File: src/rtl/bht_pkg.sv
// Shared types for the branch history table controller: counter encoding,
// FSM states, update FIFO entry and the saturating counter step.
package bht_pkg;

   // Table index width; the controller's IDX_BITS defaults to this value.
   localparam int BHT_IDX_BITS = 6;

   typedef logic [1:0] ctr_t;

   localparam ctr_t STRONG_NT = 2'b00;
   localparam ctr_t WEAK_NT   = 2'b01;
   localparam ctr_t WEAK_T    = 2'b10;
   localparam ctr_t STRONG_T  = 2'b11;

   typedef enum logic {INIT = 1'b0, RUN = 1'b1} state_t;

   typedef struct packed {
      logic [BHT_IDX_BITS-1:0] idx;
      logic                    taken;
   } upd_entry_t;

   // Two-bit saturating step: counters hold at either end and never wrap.
   function automatic ctr_t sat_next(input ctr_t c, input logic taken);
      ctr_t n;
      case (c)
         STRONG_NT: n = taken ? WEAK_NT  : STRONG_NT;
         WEAK_NT:   n = taken ? WEAK_T   : STRONG_NT;
         WEAK_T:    n = taken ? STRONG_T : WEAK_NT;
         default:   n = taken ? STRONG_T : WEAK_T;
      endcase
      return n;
   endfunction

endpackage

File: src/rtl/bht_upd_fifo.sv
// Synchronous update FIFO: one push and one pop per cycle, flushed by reset.
// DEPTH must be a power of two so the pointers wrap by plain overflow.
module bht_upd_fifo
   import bht_pkg::*;
#(
   parameter int DEPTH = 4
) (
   input  logic       clk,
   input  logic       rst,
   input  logic       push,
   input  upd_entry_t push_data,
   input  logic       pop,
   output upd_entry_t pop_data,
   output logic       full,
   output logic       empty
);

   localparam int PW = $clog2(DEPTH);

   upd_entry_t    mem [DEPTH];
   logic [PW-1:0] wr_ptr;
   logic [PW-1:0] rd_ptr;
   logic [PW:0]   count;
   logic          do_push;
   logic          do_pop;

   assign full     = (count == (PW+1)'(DEPTH));
   assign empty    = (count == '0);
   assign do_push  = push && !full;
   assign do_pop   = pop && !empty;
   assign pop_data = mem[rd_ptr];

   // Pointer and occupancy bookkeeping; a simultaneous push and pop leaves count unchanged.
   always_ff @(posedge clk) begin
      if (!rst) begin
         wr_ptr <= '0;
         rd_ptr <= '0;
         count  <= '0;
      end else begin
         if (do_push) wr_ptr <= wr_ptr + 1'b1;
         if (do_pop)  rd_ptr <= rd_ptr + 1'b1;
         case ({do_push, do_pop})
            2'b10:   count <= count + 1'b1;
            2'b01:   count <= count - 1'b1;
            default: ;
         endcase
      end
   end

   // Entry storage; contents need no reset because count gates visibility.
   always_ff @(posedge clk) begin
      if (do_push) mem[wr_ptr] <= push_data;
   end

endmodule

File: src/rtl/bht_controller.sv
// Branch history table controller: initialises 2^IDX_BITS two-bit counters,
// answers one lookup per cycle with one cycle latency, and applies resolved
// updates through a small FIFO, one read-modify-write per cycle.
// Optional: define BHT_GSHARE_EN to XOR a global history register into the index.
module bht_controller
   import bht_pkg::*;
#(
   parameter int   IDX_BITS   = BHT_IDX_BITS,
   parameter int   UPD_DEPTH  = 4,
   parameter ctr_t INIT_STATE = WEAK_NT,
   parameter int   HIST_BITS  = 6
) (
   input  logic        clk,
   input  logic        rst,
   input  logic        pred_valid,
   input  logic [31:0] pred_pc,
   output logic        pred_resp_valid,
   output logic        pred_taken,
   input  logic        upd_valid,
   output logic        upd_ready,
   input  logic [31:0] upd_pc,
   input  logic        upd_taken,
   output logic        init_done
);

   localparam int ENTRIES = 1 << IDX_BITS;

   state_t              state_q;
   state_t              state_d;
   logic [IDX_BITS-1:0] init_idx_q;
   logic [IDX_BITS-1:0] pred_idx;
   logic [IDX_BITS-1:0] upd_idx;
   ctr_t                tbl [ENTRIES];
   upd_entry_t          push_data;
   upd_entry_t          head;
   logic                fifo_full;
   logic                fifo_empty;
   logic                run;
   logic                push;
   logic                pop;
   logic                resp_vld_q;
   logic                resp_taken_q;

   assign run = (state_q == RUN);

`ifdef BHT_GSHARE_EN
   logic [HIST_BITS-1:0] ghr_q;

   assign pred_idx = pred_pc[IDX_BITS+1:2] ^ IDX_BITS'(ghr_q);
   assign upd_idx  = upd_pc[IDX_BITS+1:2] ^ IDX_BITS'(ghr_q);

   // Global history shifts in each accepted outcome; INIT never pushes, so it holds there.
   always_ff @(posedge clk) begin
      if (!rst)      ghr_q <= '0;
      else if (push) ghr_q <= {ghr_q[HIST_BITS-2:0], upd_taken};
   end
`else
   assign pred_idx = pred_pc[IDX_BITS+1:2];
   assign upd_idx  = upd_pc[IDX_BITS+1:2];
`endif

   // FSM state and init sweep index; reset restarts the sweep from entry 0.
   always_ff @(posedge clk) begin
      if (!rst) begin
         state_q    <= INIT;
         init_idx_q <= '0;
      end else begin
         state_q <= state_d;
         if (state_q == INIT) init_idx_q <= init_idx_q + 1'b1;
      end
   end

   // Leave INIT right after the last entry is written; RUN is left only by reset.
   always_comb begin
      state_d = state_q;
      if (state_q == INIT && init_idx_q == IDX_BITS'(ENTRIES-1)) state_d = RUN;
   end

   // Full blocks acceptance even if a drain frees a slot this cycle.
   assign upd_ready = rst && run && !fifo_full;
   assign push      = upd_valid && upd_ready;
   assign pop       = run && !fifo_empty;
   assign push_data = '{idx: upd_idx, taken: upd_taken};

   bht_upd_fifo #(.DEPTH(UPD_DEPTH)) u_fifo (
      .clk       (clk),
      .rst       (rst),
      .push      (push),
      .push_data (push_data),
      .pop       (pop),
      .pop_data  (head),
      .full      (fifo_full),
      .empty     (fifo_empty)
   );

   // Single table write port: init sweep in INIT, otherwise the FIFO head's read-modify-write.
   always_ff @(posedge clk) begin
      if (rst) begin
         if (!run)     tbl[init_idx_q] <= INIT_STATE;
         else if (pop) tbl[head.idx]   <= sat_next(tbl[head.idx], head.taken);
      end
   end

   // Lookup reads the pre-write table, so a same-cycle drain is not bypassed.
   always_ff @(posedge clk) begin
      if (!rst) begin
         resp_vld_q   <= 1'b0;
         resp_taken_q <= 1'b0;
      end else begin
         resp_vld_q   <= run && pred_valid;
         resp_taken_q <= run && pred_valid && tbl[pred_idx][1];
      end
   end

   assign pred_resp_valid = resp_vld_q;
   assign pred_taken      = resp_taken_q;
   assign init_done       = run;

endmodule
File: config.mk
export PLATFORM = sky130hd
export DESIGN_NAME = bht_controller
export DESIGN_NICKNAME = d
export VERILOG_FILES = /design/src/rtl/bht_pkg.sv /design/src/rtl/bht_upd_fifo.sv /design/src/rtl/bht_controller.sv
export SDC_FILE = /design/constraint.sdc
export NUM_CORES = 1
export LEC_CHECK = 0
export CAP_MARGIN = 20
export CORE_MARGIN = 2
export CORE_UTILIZATION = 45
export CTS_CLUSTER_DIAMETER = 100
export DETAILED_ROUTE_END_ITERATION = 10
export DONT_BUFFER_PORTS = 1
export GPL_TIMING_DRIVEN = 1
export HOLD_SLACK_MARGIN = 0.02
export PLACE_DENSITY = 0.68
export SLEW_MARGIN = 0
export SYNTH_ARGS = -nofsm -noshare
export SYNTH_HDL_FRONTEND = slang
export SYNTH_SLANG_ARGS = --single-unit
File: constraint.sdc
create_clock -name clk -period 9.8 [get_ports clk]
set_input_delay 1.47 -clock clk [delete_from_list [all_inputs] [get_ports clk]]
set_output_delay 1.47 -clock clk [all_outputs]
set_load 0.05 [all_outputs]
Word level (Yosys, flattened, before mapping)
Memory sizes are Yosys's and may differ from the RTL's. A register that Yosys moved wholly into a read port is not among the register bits.
Index checks and enable logic that the tools add are counted.
{"block": "totals", "n_memories": 2, "input_bits": 69, "output_inout_bits": 4, "ff_bits": 16, "mem_bits_rw": 156}
{"name": "tbl", "depth": 64, "width": 2, "rd": 2, "rd_ports_with_merged_regs": 0, "write_ports": 1, "line": "bht_controller.sv:33", "text": "ctr_t tbl [ENTRIES];"}
{"name": "u_fifo.mem", "depth": 4, "width": 7, "rd": 1, "rd_ports_with_merged_regs": 1, "write_ports": 1, "line": "bht_upd_fifo.sv:20", "text": "upd_entry_t mem [DEPTH];"}
{"block": "op_classes", "n_reduce_logical": 15, "muxes": 23, "eq_ne": 6, "addsub": 5, "bitwise_logic": 1}
{"operator": "$mux 2", "count": 8}
{"operator": "$mux 1", "count": 12}
{"operator": "$logic_and 1x1->1", "count": 9}
{"operator": "$add 6x1->6 const B", "count": 1}
{"operator": "$eq 6x6->1 const B", "count": 1}
{"operator": "$mux 6", "count": 1}
{"operator": "$pmux 2 s3", "count": 1}
{"operator": "$pmux 3 s2", "count": 1}
{"operator": "$add 2x1->2 const B", "count": 2}
{"operator": "$eq 2x1->1 const B", "count": 2}
{"operator": "$eq 2x2->1 const B", "count": 2}
{"operator": "$add 3x1->3 const B", "count": 1}
{"operator": "$eq 3x3->1 const B", "count": 1}
{"operator": "$logic_not 3->1", "count": 1}
{"operator": "$sub 3x1->3 const B", "count": 1}
{"operator": "$logic_not 1->1", "count": 2}
{"operator": "$logic_not 2->1", "count": 1}
{"operator": "$reduce_bool 2->1", "count": 1}
{"operator": "$reduce_or 2->1", "count": 1}
{"operator": "$not 1->1", "count": 1}

Depth between registers and ports, before layout
{"block": "depth", "depth_word": 9, "ltp_mapped": 12, "depth_no_buf": 10}

Modules after synthesis
Synthesis repeated with hierarchy kept, for this count alone.
{"block": "hier_totals", "hier_cells": 491, "hier_area_um2": 7815.0}
{"mod": "bht_controller", "n_inst": 1, "area_each_um2": 6313.6, "cells_each": 400}
{"mod": "bht_upd_fifo", "n_inst": 1, "area_each_um2": 1501.4, "cells_each": 91}

Least setup slack after synthesis
No wires, ideal clock.
{"block": "synth_path", "path_kind": "input port to output port", "startpoint": "input port rst", "endpoint": "output port upd_ready", "path_buffers": 0, "slack_ns": 5.854, "arrival_ns": 2.476, "cell_stages": 2, "cell_sequence": "nand2_1 -> a31oi_1"}
{"block": "synth_between", "elab_chain_cells": 2}
{"element": "start, declared", "line": "bht_controller.sv:14", "text": "input logic rst,"}
{"element": "$logic_and 1x1->1 (2 in series)", "line": "bht_controller.sv:80", "text": "assign upd_ready = rst && run && !fifo_full;"}
{"element": "end, declared", "line": "bht_controller.sv:20", "text": "output logic upd_ready,"}
No other way between the ends.

==> flow_summary_export.csv <==
group,metric,value,unit
global_route,grt_pass1_vias,5125,
sta,setup_violations,0,
sta,clock_skew,0.01102,ns
floorplanning,rows,49,
worst_hold_path,holdPathStages,2,
yosys,netlist_area,8199,um^2
critical_path,reg2reg_slack,5.42,ns
pwr,p_per_area,170.8,nW/um^2
routing,vias_per_cell,6.041,
clocking,cts_tree,"done",
sta,rsz0062_at_grt,"no",
clocking,htreeDepth,4,
finish,fillers,1523,
critical_path,arrival,4.58,ns
sta,worst_slew_pin_slew,0.8566,ns
critical_path,cp-end-kind,"flip-flop",
status,status,"finished, final reports clean",
global_route,grt_antenna_before_repair,1,
sta,final.setup.tns,0,ns
yosys,seq_area_frac_synth,61.53,%
global_route,grt_util_all_layers,19.63,%
yosys,ys_async_sr_fraction,0,%
global_route,grt_max_degree,65,
yosys,ys_ff_latch,174,
finish,area_delta_synth_final,9.095,%
yosys,synth-simple-area-share,11.70,%
clocking,clock_latency,0.44,ns
sta,relSlewSlack,42.68,%
routing,drt_first_pass_iters,5,
finish,layout.cells.non_filler,828,
finish,layout.nets,662,
place,pre_cts_ws,5.269,ns
finish,drive_gt1_share,12.85,%
job,maxCapViolations,0,
place,dp.cells,796,
place,hpwl,11670,um
global_route,grt_first_pass_wirelength,28380,um
yosys,synth_edf_count,156,
routing,drt_iter0_markers,402,
finish,diodes,0,
clocking,cts_sinks,174,
place,portBuffers,0,
clocking,cts.clk_slew.worst_paths,0.06,ns
yosys,synthAdderAreaFrac,1.160,%
yosys,post-synth-top-count-cell,"edfxtp_1",
routing,wl_per_cell,21.87,um
floorplanning,start_util,45.80,%
yosys,synth_area_leaders,"edfxtp_1, mux4_2, mux2i_1, dfxtp_1, nor2_1",
yosys,synth_ff_type,"edfxtp_1",
clocking,cts_made_buffers,17,
floorplanning,fp.dieArea,19320,um^2
clocking,cts_hold_buffers,0,
place,gp_congestion,0.8324,
routing,drc_errors,0,
sta,hold_viol_final,0,
critical_path,rr_endpoint,"tbl[46][0]",
pwr,power.leakage,0.003190,uW
yosys,synth_nets,672,
clocking,cts_setup_buffers,0,
clocking,clockBufferDepth,2,
clocking,cts_resized,0,
yosys,avgSynthCellArea,13.76,um^2
critical_path,worstRegToRegCells,9,
sta,drv_slew,0,
yosys,synth_warnings,0,
sta,fmax,228.2,MHz
critical_path,crit_type,"reg2reg",
critical_path,critPathMaxFanout,50,
yosys,muxShareOfSynthArea,15.32,%
yosys,yosysTopAreaCell,"edfxtp_1",
floorplanning,core_area,17900,um^2
pwr,vdd_drop_max,0.1290,mV
critical_path,crit_required,10.00,ns
yosys,synthCells,596,
yosys,synth_top_area_share,57.13,%
yosys,synth_common_cells,"edfxtp_1, nor2_1, mux2i_1, nand2_1, mux4_2",
yosys,synth_cell_types,56,
worst_hold_path,hold_class,"reg2reg",
worst_hold_path,min_from,"u_fifo.wr_ptr[1]",
yosys,synth_compound_area_share,6.165,%
global_route,grt_overflow,0,
routing,ant_nets,0,
floorplanning,die_y,139.0,um
sta,period_minus_slack,4.382,ns
yosys,synth_top_family_by_area,"multiplexers",
critical_path,crit_path_end,"tbl[46][0]",
yosys,synth_xor_area_share,1.068,%
floorplanning,die_w,139.0,um
clocking,root_buffer,"clkbuf_16",
critical_path,start_kind,"flip-flop",
routing,wirelength,18110,um
sta,fin_ws,5.418,ns
routing,via_count,5002,
sta,period_share,44.71,%
floorplanning,num_io_pins,73,
-- registers in the layout (all words and copies together), names as in the netlist, 2 cells and up, named ones only --
name and cells:
tbl 128, u_fifo.mem 28, init_idx_q 6, u_fifo.count 3, u_fifo.rd_ptr 2, u_fifo.wr_ptr 2
-- cell type report --
| class | count | area [um^2] | share of cell area (%) |
|---|---|---|---|
| tap | 229 | 286.5 | 3.203 |
| clock inverter | 11 | 156.4 | 1.748 |
| multi-input combinational | 377 | 2904 | 32.47 |
| clock buffer | 21 | 470.5 | 5.259 |
| sequential | 174 | 5045 | 56.40 |
| timing repair buffer | 6 | 45.04 | 0.5036 |
| inverter | 10 | 37.54 | 0.4196 |
-- cells by family (layout without fill, tap and decap cells) --
family / Yosys count / count (layout)
xor gates and xnor gates: 10 / 10
adders and majority gates: 7 / 7
AOI/OAI and AO/OA: 67 / 67
and+or+nand+nor: 204 / 204
buffers and inverters: 45 / 48
muxes: 89 / 89
DFF: 174 / 174
-- how the worst min path moves through the flow --
stage | to | slack (ns)
4_1_cts | u_fifo.wr_ptr[1] | 0.52
3_3_place_gp | u_fifo.wr_ptr[1] | 0.49
6_report | u_fifo.wr_ptr[1] | 0.51
3_5_place_dp | u_fifo.wr_ptr[1] | 0.51
5_1_grt | u_fifo.wr_ptr[1] | 0.56
2_1_floorplan | u_fifo.wr_ptr[1] | 0.48
-- cells in the final DEF (no fill, tap or decap), types with 3 or more instances in the layout --
cell type	synthesis	layout
nand2_1	52	52
mux2_2	8	8
edfxtp_1	156	156
xnor2_1	6	6
clkinv_4	0	3
nand3_1	16	16
clkbuf_8	0	3
o2111ai_1	3	3
mux2i_1	52	52
bufinv_16	0	3
nor3_1	4	4
nor2_1	70	70
nor2b_1	18	18
mux4_2	28	28
ha_1	6	6
o22ai_1	3	3
nand2b_1	3	3
clkbuf_16	0	17
xor2_1	4	4
and2_1	20	20
a31oi_1	4	4
o31a_1	3	3
a21oi_1	3	3
and3_1	8	8
a211oi_1	19	19
a311o_1	3	3
buf_4	1	6
o21ai_0	5	5
dfxtp_1	18	18
o31ai_1	4	4
inv_1	10	10
-- per-stage QoR --
stage                     area, um^2  util [%]  hold WS (ns)  total power (uW)
after floorplan                 8199         -        0.4764             836.2
after global placement          8318     46.46        0.4887             838.9
after detailed placement        8318     46.46        0.5110             839.4
after CTS                       8945     49.97        0.5206              1535
after global routing            8945     49.97        0.5556              1567
final                           8945     49.97        0.5127              1528
-- report_power, final --
part	switching (uW)	internal, uW	leakage, uW
combinational	11.6	9.56	0.00104
clock	280	424	0.000302
sequential	2.37	800	0.00185
-- metal layers --
metal	track usage (%)	up-vias	wire, um
met4	8.506	0	460
met3	5.456	37	1363
met1	24.46	2521	7194
met2	32.33	210	9090
li1	-	2234	-
met5	0	-	0
-- worst max-delay path, cell delays in order (launching register included) --
cell and delay, ns:
dfxtp_1 0.67, mux4_2 0.57, buf_4 0.33, mux2_4 0.38, a2111oi_0 0.44, nor4_1 0.14, nand4b_1 0.23, o21a_1 0.16
o22a_1 0.65, buf_4 0.48
Note: power is estimated with default switching activity, not from simulation.
